==> src/rtl/pipelined_adder_if.sv <==
// Stream interface for pipelined_adder: operand beat in, result beat out.
// The master is the environment; the slave is the adder.
interface pipelined_adder_if #(
   parameter int WIDTH = 32
);
   logic             in_valid;
   logic             in_ready;
   logic [WIDTH-1:0] a;
   logic [WIDTH-1:0] b;
   logic             cin;
   logic             sub;
   logic             out_valid;
   logic             out_ready;
   logic [WIDTH-1:0] res;
   logic             cout;
   logic             ovf;
   logic             zero;

   modport master (
      output in_valid, a, b, cin, sub, out_ready,
      input  in_ready, out_valid, res, cout, ovf, zero
   );

   modport slave (
      input  in_valid, a, b, cin, sub, out_ready,
      output in_ready, out_valid, res, cout, ovf, zero
   );
endinterface

==> src/rtl/pipelined_adder.sv <==
// Pipelined two's-complement adder/subtractor with a valid/ready stream on
// both sides. The carry chain is cut into STAGES slices of SW = WIDTH/STAGES
// bits; each slice adds in its own stage and registers its carry. Operand
// slices not yet consumed ride along in skew registers, finished result
// slices ride along in deskew registers, so every stage register is exactly
// as wide as it needs to be.
//
// Optional feature: define PIPELINED_ADDER_SAT_EN to clamp the result to the
// signed limit on overflow (clamp sits in the final stage, no extra latency).
//
// WIDTH must be a multiple of STAGES, STAGES >= 1.
module pipelined_adder #(
   parameter int WIDTH  = 32,
   parameter int STAGES = 4
) (
   input  logic             clk,
   input  logic             rst,
   pipelined_adder_if.slave bus
);

   localparam int SW = WIDTH / STAGES;

   logic              adv;
   logic [WIDTH-1:0]  b_eff;
   logic              cin_eff;
   logic [STAGES-1:0] vld;

   // Whole pipeline moves together; it only stops when a result is stuck.
   assign adv           = !vld[STAGES-1] || bus.out_ready;
   assign bus.in_ready  = adv;
   assign bus.out_valid = vld[STAGES-1];

   // Subtraction is a + ~b + 1, so the carry-in is forced and cin ignored.
   assign b_eff   = bus.sub ? ~bus.b : bus.b;
   assign cin_eff = bus.sub ? 1'b1 : bus.cin;

   // Valid bits shift with the data; bubbles travel as zeros.
   always_ff @(posedge clk or posedge rst) begin
      if (rst) begin
         vld <= '0;
      end else if (adv) begin
         vld[0] <= bus.in_valid;
         for (int i = 1; i < STAGES; i++) begin
            vld[i] <= vld[i-1];
         end
      end
   end

   for (genvar k = 0; k < STAGES; k++) begin : g_stage
      logic [SW-1:0] a_sl;
      logic [SW-1:0] b_sl;
      logic          c_in;
      logic [SW:0]   sum;

      // Stage 0 reads the ports; later stages read the previous stage's
      // skew registers and registered carry.
      if (k == 0) begin : g_src
         assign a_sl = bus.a[SW-1:0];
         assign b_sl = b_eff[SW-1:0];
         assign c_in = cin_eff;
      end else begin : g_src
         assign a_sl = g_stage[k-1].g_mid.a_hi[SW-1:0];
         assign b_sl = g_stage[k-1].g_mid.b_hi[SW-1:0];
         assign c_in = g_stage[k-1].g_mid.cy;
      end

      // Slice add is SW+1 bits wide so the carry is never lost.
      assign sum = {1'b0, a_sl} + {1'b0, b_sl} + {{SW{1'b0}}, c_in};

      if (k < STAGES-1) begin : g_mid
         localparam int OW = (STAGES-1-k)*SW;

         logic                  cy;
         logic [(k+1)*SW-1:0]   acc;
         logic [OW-1:0]         a_hi;
         logic [OW-1:0]         b_hi;
         logic [(k+1)*SW-1:0]   acc_d;
         logic [OW-1:0]         a_hi_d;
         logic [OW-1:0]         b_hi_d;

         if (k == 0) begin : g_feed
            assign acc_d  = sum[SW-1:0];
            assign a_hi_d = bus.a[WIDTH-1:SW];
            assign b_hi_d = b_eff[WIDTH-1:SW];
         end else begin : g_feed
            assign acc_d  = {sum[SW-1:0], g_stage[k-1].g_mid.acc};
            assign a_hi_d = g_stage[k-1].g_mid.a_hi[OW+SW-1:SW];
            assign b_hi_d = g_stage[k-1].g_mid.b_hi[OW+SW-1:SW];
         end

         // Register carry, finished low result slices and pending operand slices.
         always_ff @(posedge clk or posedge rst) begin
            if (rst) begin
               cy   <= 1'b0;
               acc  <= '0;
               a_hi <= '0;
               b_hi <= '0;
            end else if (adv) begin
               cy   <= sum[SW];
               acc  <= acc_d;
               a_hi <= a_hi_d;
               b_hi <= b_hi_d;
            end
         end
      end else begin : g_last
         logic [WIDTH-1:0] raw;
         logic [WIDTH-1:0] res_c;
         logic             ovf_c;
         logic             zero_c;
         logic [WIDTH-1:0] res_q;
         logic             cout_q;
         logic             ovf_q;
         logic             zero_q;

         if (k == 0) begin : g_raw
            assign raw = sum[SW-1:0];
         end else begin : g_raw
            assign raw = {sum[SW-1:0], g_stage[k-1].g_mid.acc};
         end

         // Top slice holds both operand sign bits, so overflow is decided here.
         assign ovf_c = (a_sl[SW-1] == b_sl[SW-1]) && (raw[WIDTH-1] != a_sl[SW-1]);

`ifdef PIPELINED_ADDER_SAT_EN
         // Clamp toward the sign of a: positive overflow -> max, negative -> min.
         always_comb begin
            res_c = raw;
            if (ovf_c) begin
               res_c = a_sl[SW-1] ? {1'b1, {(WIDTH-1){1'b0}}}
                                  : {1'b0, {(WIDTH-1){1'b1}}};
            end
         end
`else
         assign res_c = raw;
`endif

         assign zero_c = (res_c == '0);

         // Output register: result and flags move as one beat.
         always_ff @(posedge clk or posedge rst) begin
            if (rst) begin
               res_q  <= '0;
               cout_q <= 1'b0;
               ovf_q  <= 1'b0;
               zero_q <= 1'b0;
            end else if (adv) begin
               res_q  <= res_c;
               cout_q <= sum[SW];
               ovf_q  <= ovf_c;
               zero_q <= zero_c;
            end
         end

         assign bus.res  = res_q;
         assign bus.cout = cout_q;
         assign bus.ovf  = ovf_q;
         assign bus.zero = zero_q;
      end
   end

endmodule

==> src/flat_wrapper.sv <==
// flat-port wrapper written by rule: the top's interface ports become plain ports
module pipelined_adder_flat 
#(
   parameter int WIDTH  = 32,
   parameter int STAGES = 4
)
  (clk, rst, bus_in_valid, bus_a, bus_b, bus_cin, bus_sub, bus_out_ready, bus_in_ready, bus_out_valid, bus_res, bus_cout, bus_ovf, bus_zero);
  pipelined_adder_if #(.WIDTH(WIDTH)) bus_i ();
  input  logic clk;
  input  logic rst;
  input wire logic [$bits(bus_i.in_valid)-1:0] bus_in_valid;
  input wire logic [$bits(bus_i.a)-1:0] bus_a;
  input wire logic [$bits(bus_i.b)-1:0] bus_b;
  input wire logic [$bits(bus_i.cin)-1:0] bus_cin;
  input wire logic [$bits(bus_i.sub)-1:0] bus_sub;
  input wire logic [$bits(bus_i.out_ready)-1:0] bus_out_ready;
  output wire logic [$bits(bus_i.in_ready)-1:0] bus_in_ready;
  output wire logic [$bits(bus_i.out_valid)-1:0] bus_out_valid;
  output wire logic [$bits(bus_i.res)-1:0] bus_res;
  output wire logic [$bits(bus_i.cout)-1:0] bus_cout;
  output wire logic [$bits(bus_i.ovf)-1:0] bus_ovf;
  output wire logic [$bits(bus_i.zero)-1:0] bus_zero;
  assign bus_i.in_valid = bus_in_valid;
  assign bus_i.a = bus_a;
  assign bus_i.b = bus_b;
  assign bus_i.cin = bus_cin;
  assign bus_i.sub = bus_sub;
  assign bus_i.out_ready = bus_out_ready;
  assign bus_in_ready = bus_i.in_ready;
  assign bus_out_valid = bus_i.out_valid;
  assign bus_res = bus_i.res;
  assign bus_cout = bus_i.cout;
  assign bus_ovf = bus_i.ovf;
  assign bus_zero = bus_i.zero;
  pipelined_adder #(.WIDTH(WIDTH), .STAGES(STAGES)) u_core (.clk(clk), .rst(rst), .bus(bus_i));
endmodule
==> config.mk <==
export PLATFORM = sky130hd
export DESIGN_NAME = pipelined_adder_flat
export DESIGN_NICKNAME = d
export VERILOG_FILES = /design/src/rtl/pipelined_adder_if.sv /design/src/rtl/pipelined_adder.sv /design/src/flat_wrapper.sv
export SDC_FILE = /design/constraint.sdc
export NUM_CORES = 1
export LEC_CHECK = 0
export ABC_AREA = 1
export CAP_MARGIN = 20
export CORE_ASPECT_RATIO = 1.25
export CORE_MARGIN = 2
export CORE_UTILIZATION = 42
export CTS_CLUSTER_SIZE = 25
export DETAILED_ROUTE_END_ITERATION = 8
export DONT_BUFFER_PORTS = 1
export PLACE_DENSITY_LB_ADDON = 0.1
export SLEW_MARGIN = 20
export SYNTH_ARGS = -nofsm -noshare
export SYNTH_HDL_FRONTEND = slang
export SYNTH_SLANG_ARGS = --single-unit
export TNS_END_PERCENT = 1
==> constraint.sdc <==
create_clock -name clk -period 8.8 [get_ports clk]
set_input_delay 0.44 -clock clk [delete_from_list [all_inputs] [get_ports clk]]
set_output_delay 0.44 -clock clk [all_outputs]
set_load 0.01 [all_outputs]
==> flow_metrics.py, run 1 <==
metrics = {
    "routing": {
        "ant_nets": 0,
        "drt_wl_total_um": 17120,
        "drt_iter0_drc": 378,
        "vias": 6000,
        "post-route-drc-count": 0,
        "first_pass_iters": 4,
        "vias_per_cell": 4.736,
        "wl_per_cell_um": 13.51,
    },
    "worst_setup_path": {
        "worstSetupStartpoint": "u_core.vld[3]",
        "cp.required_ns": 9.08,
        "cp_max_fo": 125,
        "crit_arrival_ns": 3.49,
        "crit_path_end": "u_core.g_stage[1].g_mid.acc[11]",
        "r2r_setup_slack_ns": 5.58,
        "worst-r2r-cell-count": 6,
        "crit_type": "flip-flop to flip-flop",
        "timing.rr.end": "u_core.g_stage[1].g_mid.acc[11]",
        "slowest_delay_ns": 0.86,
        "crit_chain": "inv_1, or2_4, clkinv_4, buf_4, nand2_1, o21ai_1",
        "start_kind": "flip-flop",
        "crit_path_end_kind": "flip-flop",
        "crit_slowest_cell": "clkinv_4",
        "rr_startpoint": "u_core.vld[3]",
    },
    "yosys": {
        "synth.area.top_cells": "dfrtp_1 53%, nand2_1 19%, ha_1 4.0%, xnor2_1 3.3%, o21ai_1 3.1%",
        "synth-seq-cells": 186,
        "synth_cells": 1003,
        "ys.warnings.count": 0,
        "synth_nets": 1109,
        "synth_seq_area_share_pct": 53.24,
        "synth_top_cell_area_share_pct": 53.24,
        "netlist_area_mm2": 0.008742,
        "avgSynthCellArea_um2": 8.716,
        "ys_types": 29,
        "yosysTopAreaCell": "dfrtp_1",
    },
    "die": {
        "initial_core_util_pct": 42.45,
        "ios": 107,
        "core.rowCount": 59,
        "die_h_um": 165.3,
        "dieArea_mm2": 0.02199,
        "core-area_mm2": 0.02060,
        "die_w_um": 133.0,
    },
    "grt": {
        "antenna_found_initial": 0,
        "grt_max_degree": 134,
        "grt_pass1_vias": 5757,
        "grt_use_total_pct": 16.38,
        "grt_first_pass_wirelength_um": 28720,
        "gr-total-overflow": 0,
    },
    "clocking": {
        "root_buffer": "clkbuf_16",
        "ctsHoldBuffers": 0,
        "clk_latency_ns": 0.43,
        "clk_path_buf_depth": 2,
        "numCtsBuffers": 17,
        "htreeDepth": 4,
        "clk_pin_slew_ns": 0.07,
        "cts.sinks": 186,
        "cts_tree": "done",
        "cts-resized-gates": 0,
        "post_cts_buffers": 0,
    },
    "timing": {
        "period_share_pct": 36.55,
        "fmax_ghz": 0.3109,
        "worst_slew_pin_slew_ns": 0.8954,
        "drv_slew": 0,
        "setup_viol": 0,
        "finalSetupTns_ns": 0,
        "clock_skew_ns": 0.009943,
        "layout_setup_ws_ns": 5.583,
        "rsz0062_at_grt": "false",
        "maxSlewHeadroom_pct": 40.31,
        "min_period_ns": 3.217,
        "hold_violations": 0,
    },
    "power": {
        "p_per_area_mw_per_mm2": 369.4,
        "peakVddDrop_v": 0.0001963,
        "p_leak_uw": 0.004698,
    },
    "finish": {
        "utilization_pct": 45.45,
        "layout.cells.non_filler": 1267,
        "drive_gt1_share_pct": 4.028,
        "nFillCells": 2100,
        "nNetsFinal": 1086,
        "final_area_mm2": 0.009360,
        "final_common_cell": "nand2_1",
        "mostFrequentLayoutCells": "438 x nand2_1, 186 x dfrtp_1, 59 x inv_1",
        "antenna_cells": 0,
        "area_growth_pct": 7.070,
    },
    "worst_hold_path": {
        "min_path_type": "input port to async pin",
    },
    "status": {
        "status": "finished clean",
    },
    "placed_design": {
        "hpwl_um": 11190,
        "dpl-instance-area_mm2": 0.008792,
        "portBuffers": 0,
        "gpl.final_weighted_congestion": 0.8233,
        "post-place-ws_ns": 5.528,
        "post-place-cells": 1235,
    },
    "run": {
        "drv_cap": 0,
    },
}
## registers in the layout (all words and copies together), names as in the netlist
signal / flops
u_core.g_stage.g_mid.a_hi: 48
u_core.g_stage.g_mid.acc: 48
u_core.g_stage.g_mid.b_hi: 48
u_core.bus.res: 32
u_core.vld: 4
u_core.g_stage.g_mid.cy: 3
u_core.bus.cout: 1
u_core.bus.ovf: 1
u_core.bus.zero: 1
## power by group
part | total, uW | leakage [uW] | internal, uW | switching [uW]
registers | 1510 | 0.00225 | 1230 | 280
clock network | 742 | 0.000270 | 397 | 345
logic | 1200 | 0.00217 | 462 | 741
## cell usage after synthesis, drive strengths merged
| master | instances |
|---|---|
| nand4 | 13 |
| a21oi | 23 |
| a21o | 3 |
| fa | 8 |
| or2 | 4 |
| a31oi | 3 |
| o211ai | 3 |
| nand3 | 27 |
| o21a | 3 |
| o21ai | 86 |
| clkinv | 1 |
| inv | 60 |
| clkbuf | 2 |
| nand3b | 3 |
| xnor2 | 33 |
| nor2 | 24 |
| nor3b | 1 |
| dfrtp | 186 |
| buf | 43 |
| nand2 | 438 |
| a21boi | 1 |
| nor3 | 1 |
| xor2 | 9 |
| ha | 28 |
## cells by family after synthesis
family / synth area share [%]
DFF: 53.24
and+or+nand+nor: 23.00
buffers and inverters: 6.398
xor gates and xnor gates: 4.208
AOI/OAI and AO/OA: 7.314
adders and majority gates: 5.839
## routing by layer
layer	global-route usage, %	wire length (um)	vias up
met4	5.718	233	0
met2	25.58	7666	86
met5	0	0	-
met1	22.48	8531	2770
met3	3.877	690	18
li1	-	-	3126
## area by class of cell
type / count / area [um2] / share of cell area, %
flip-flops and latches: 186 / 4654 / 49.73
multi-input cells: 711 / 3531 / 37.72
well taps: 274 / 342.8 / 3.663
clock inverters: 14 / 138.9 / 1.484
repair buffers: 3 / 22.52 / 0.2406
inverters: 61 / 241.5 / 2.580
clock buffers: 18 / 429.2 / 4.585
## how the worst min path moves through the flow
stage	from	slack [ns]	to	cells after the start
floorplan	u_core.vld[2]	0.42	u_core.vld[3]	2
detailed placement	u_core.vld[2]	0.44	u_core.vld[3]	2
finish	rst	0.06	u_core.g_stage[0].g_mid.b_hi[2]	1
global route	bus_a[31]	0.11	u_core.g_stage[0].g_mid.a_hi[23]	2
CTS	rst	0.1	u_core.g_stage[0].g_mid.b_hi[1]	1
global placement	u_core.vld[2]	0.44	u_core.vld[3]	2
## through the flow
stage	power [uW]	hold slack, ns
after global routing	3784	0.1085
after global placement	2730	0.4391
after CTS	3518	0.09848
after detailed placement	2755	0.4426
final	3458	0.06066
after floorplan	2489	0.4227
## worst max-delay path, delay by kind of cell (launching register included)
kind                   cells  cell delay [ns]
buffers and inverters      3             1.62
flip-flops                 1             0.41
AND/OR/NAND/NOR            2             0.84
AO/OA/AOI/OAI              1             0.07
Power figures use the tool's default switching activity.
==> inputs of run 2 (changes only) <==
clock period = 3.2 ns   (was 8.8 ns; I/O delays follow)
==> run 2 against run 1 <==
Clock skew increased by 0.00062 ns; combinational power increased to 2.8 times the previous value; design area increased by 8.9%; largest power group unchanged; critical path type unchanged; flip-flop and latch count unchanged; highest routed layer unchanged.
==> flow_metrics.py, run 2 (synthesized netlist as in run 1, its figures left out) <==
metrics = {
    "status": {
        "status": "finished clean",
    },
    "routing": {
        "drt_iter0_drc": 300,
        "wl_per_cell_um": 13.07,
        "drt_wl_total_um": 17570,
        "vias": 6283,
        "vias_per_cell": 4.675,
        "post-route-drc-count": 0,
        "ant_nets": 0,
        "first_pass_iters": 4,
    },
    "clocking": {
        "root_buffer": "clkbuf_16",
        "clk_path_buf_depth": 2,
        "cts.sinks": 186,
        "cts_tree": "done",
        "htreeDepth": 4,
        "clk_pin_slew_ns": 0.07,
        "numCtsBuffers": 17,
        "post_cts_buffers": 0,
        "clk_latency_ns": 0.43,
    },
    "placed_design": {
        "post-place-cells": 1238,
        "hpwl_um": 11340,
        "gpl.final_weighted_congestion": 0.7965,
        "portBuffers": 0,
    },
    "worst_hold_path": {
        "min_path_type": "input port to flip-flop",
    },
    "timing": {
        "fmax_ghz": 0.4921,
        "finalSetupTns_ns": 0,
        "min_period_ns": 2.032,
        "rsz0062_at_grt": "false",
        "drv_slew": 0,
        "hold_violations": 0,
        "setup_viol": 0,
        "period_share_pct": 63.50,
        "maxSlewHeadroom_pct": 44.56,
        "worst_slew_pin_slew_ns": 0.8298,
        "clock_skew_ns": 0.01056,
    },
    "worst_setup_path": {
        "crit_top_cell": "nand2_1",
        "worstSetupStartpoint": "u_core.g_stage[2].g_mid.b_hi[0]",
        "crit_path_end": "u_core.bus.zero",
        "worst-r2r-cell-count": 9,
        "path_depth": 9,
        "start_kind": "flip-flop",
        "rr_startpoint": "u_core.g_stage[2].g_mid.b_hi[0]",
        "timing.rr.end": "u_core.bus.zero",
        "crit_arrival_ns": 2.40,
        "crit_slowest_cell": "fa_1",
        "r2r_setup_slack_ns": 1.17,
        "crit_buf_inv": 0,
        "cp_top_family": "adder cells",
        "crit_chain": "fa_1, fa_1, nor3_1, nand2_1, nor2_1, nand3_1, nor2_1, nand2_1, nand2_1",
        "cp_max_fo": 3,
        "slowest_delay_ns": 0.48,
        "crit_path_end_kind": "flip-flop",
        "crit_type": "flip-flop to flip-flop",
        "cp.required_ns": 3.57,
    },
    "finish": {
        "final_common_cell": "nand2_1",
        "mostFrequentLayoutCells": "438 x nand2_1, 186 x dfrtp_1, 74 x dlygate4sd3_1",
        "antenna_cells": 0,
        "drive_gt1_share_pct": 4.112,
        "multi_input_area_mm2": 0.003531,
        "ff_latch_area_mm2": 0.004654,
        "nNetsFinal": 1163,
        "nFillCells": 2027,
        "top_regs": "u_core.g_stage.g_mid.a_hi x48, u_core.g_stage.g_mid.acc x48, u_core.g_stage.g_mid.b_hi x48",
        "layout.cells.non_filler": 1344,
        "area_growth_pct": 16.65,
    },
    "power": {
        "p_per_area_mw_per_mm2": 947.4,
        "p_leak_uw": 0.005053,
        "peakVddDrop_v": 0.0008728,
    },
    "die": {
        "dieArea_mm2": 0.02199,
        "core-area_mm2": 0.02060,
        "die_h_um": 165.3,
        "core.rowCount": 59,
        "ios": 107,
        "die_w_um": 133.0,
        "initial_core_util_pct": 42.45,
    },
    "grt": {
        "grt_max_degree": 157,
        "grt_first_pass_wirelength_um": 29770,
        "grt_pass1_vias": 6035,
        "grt_use_total_pct": 16.84,
        "gr-total-overflow": 0,
        "antenna_found_initial": 0,
    },
    "run": {
        "drv_cap": 0,
    },
}
[run 2: power by group]
part | switching [uW] | total, uW | internal, uW
Combinational | 2050 | 3410 | 1360
Clock | 990 | 2100 | 1110
Sequential | 760 | 4150 | 3390
Total | 3800 | 9660 | 5860
[run 2: tightest hold or removal path, stage by stage]
cell and delay, ns:
inv_1 0.06, fa_1 0.16, o21ai_0 0.08
[run 2: area by class of cell]
class / instances / area share (%)
inverters: 61 / 2.331
flip-flops and latches: 186 / 45.64
clock inverters: 15 / 1.546
clock buffers: 17 / 4.172
well taps: 274 / 3.362
multi-input cells: 711 / 34.63
repair buffers: 80 / 8.319
[run 2: timing repair]
| action | CTS | global route |
|---|---|---|
| endpoints found under the hold margin | 81 | 0 |
| hold buffers | 74 | 0 |
| gates resized for setup | 0 | 0 |
[run 2: routing by layer]
metal / up-vias / GRT usage (%) / routed length, um
met5: - / 0 / 0
met4: 0 / 5.572 / 236
met3: 17 / 3.663 / 609
met2: 93 / 26.68 / 7933
met1: 2886 / 23.14 / 8791
li1: 3287 / - / -
[run 2: stage by stage]
step | total power, uW | instance area [um2] | hold slack, ns | worst slack, ns | util [%]
after floorplan | 6847 | 8746 | 0.2766 | 0.6475 | -
after global placement | 7531 | 8874 | 0.2289 | 1.191 | 43.08
after detailed placement | 7591 | 8874 | 0.2231 | 1.190 | 43.08
after CTS | 9836 | 10200 | 0.06493 | 1.156 | 49.51
after global routing | 10590 | 10200 | 0.08761 | 1.007 | 49.51
final | 9661 | 10200 | 0.07745 | 1.168 | 49.51
[run 2: worst min path at each step]
stage / end / start / depth (start not counted)
after floorplan: u_core.g_stage[0].g_mid.a_hi[23] / bus_a[31] / 2
after CTS: u_core.g_stage[0].g_mid.acc[1] / bus_a[1] / 3
after global routing: u_core.g_stage[0].g_mid.acc[0] / bus_a[0] / 3
after global placement: u_core.g_stage[0].g_mid.a_hi[22] / rst / 1
final: u_core.g_stage[0].g_mid.acc[1] / bus_a[1] / 3
after detailed placement: u_core.g_stage[0].g_mid.a_hi[22] / rst / 1
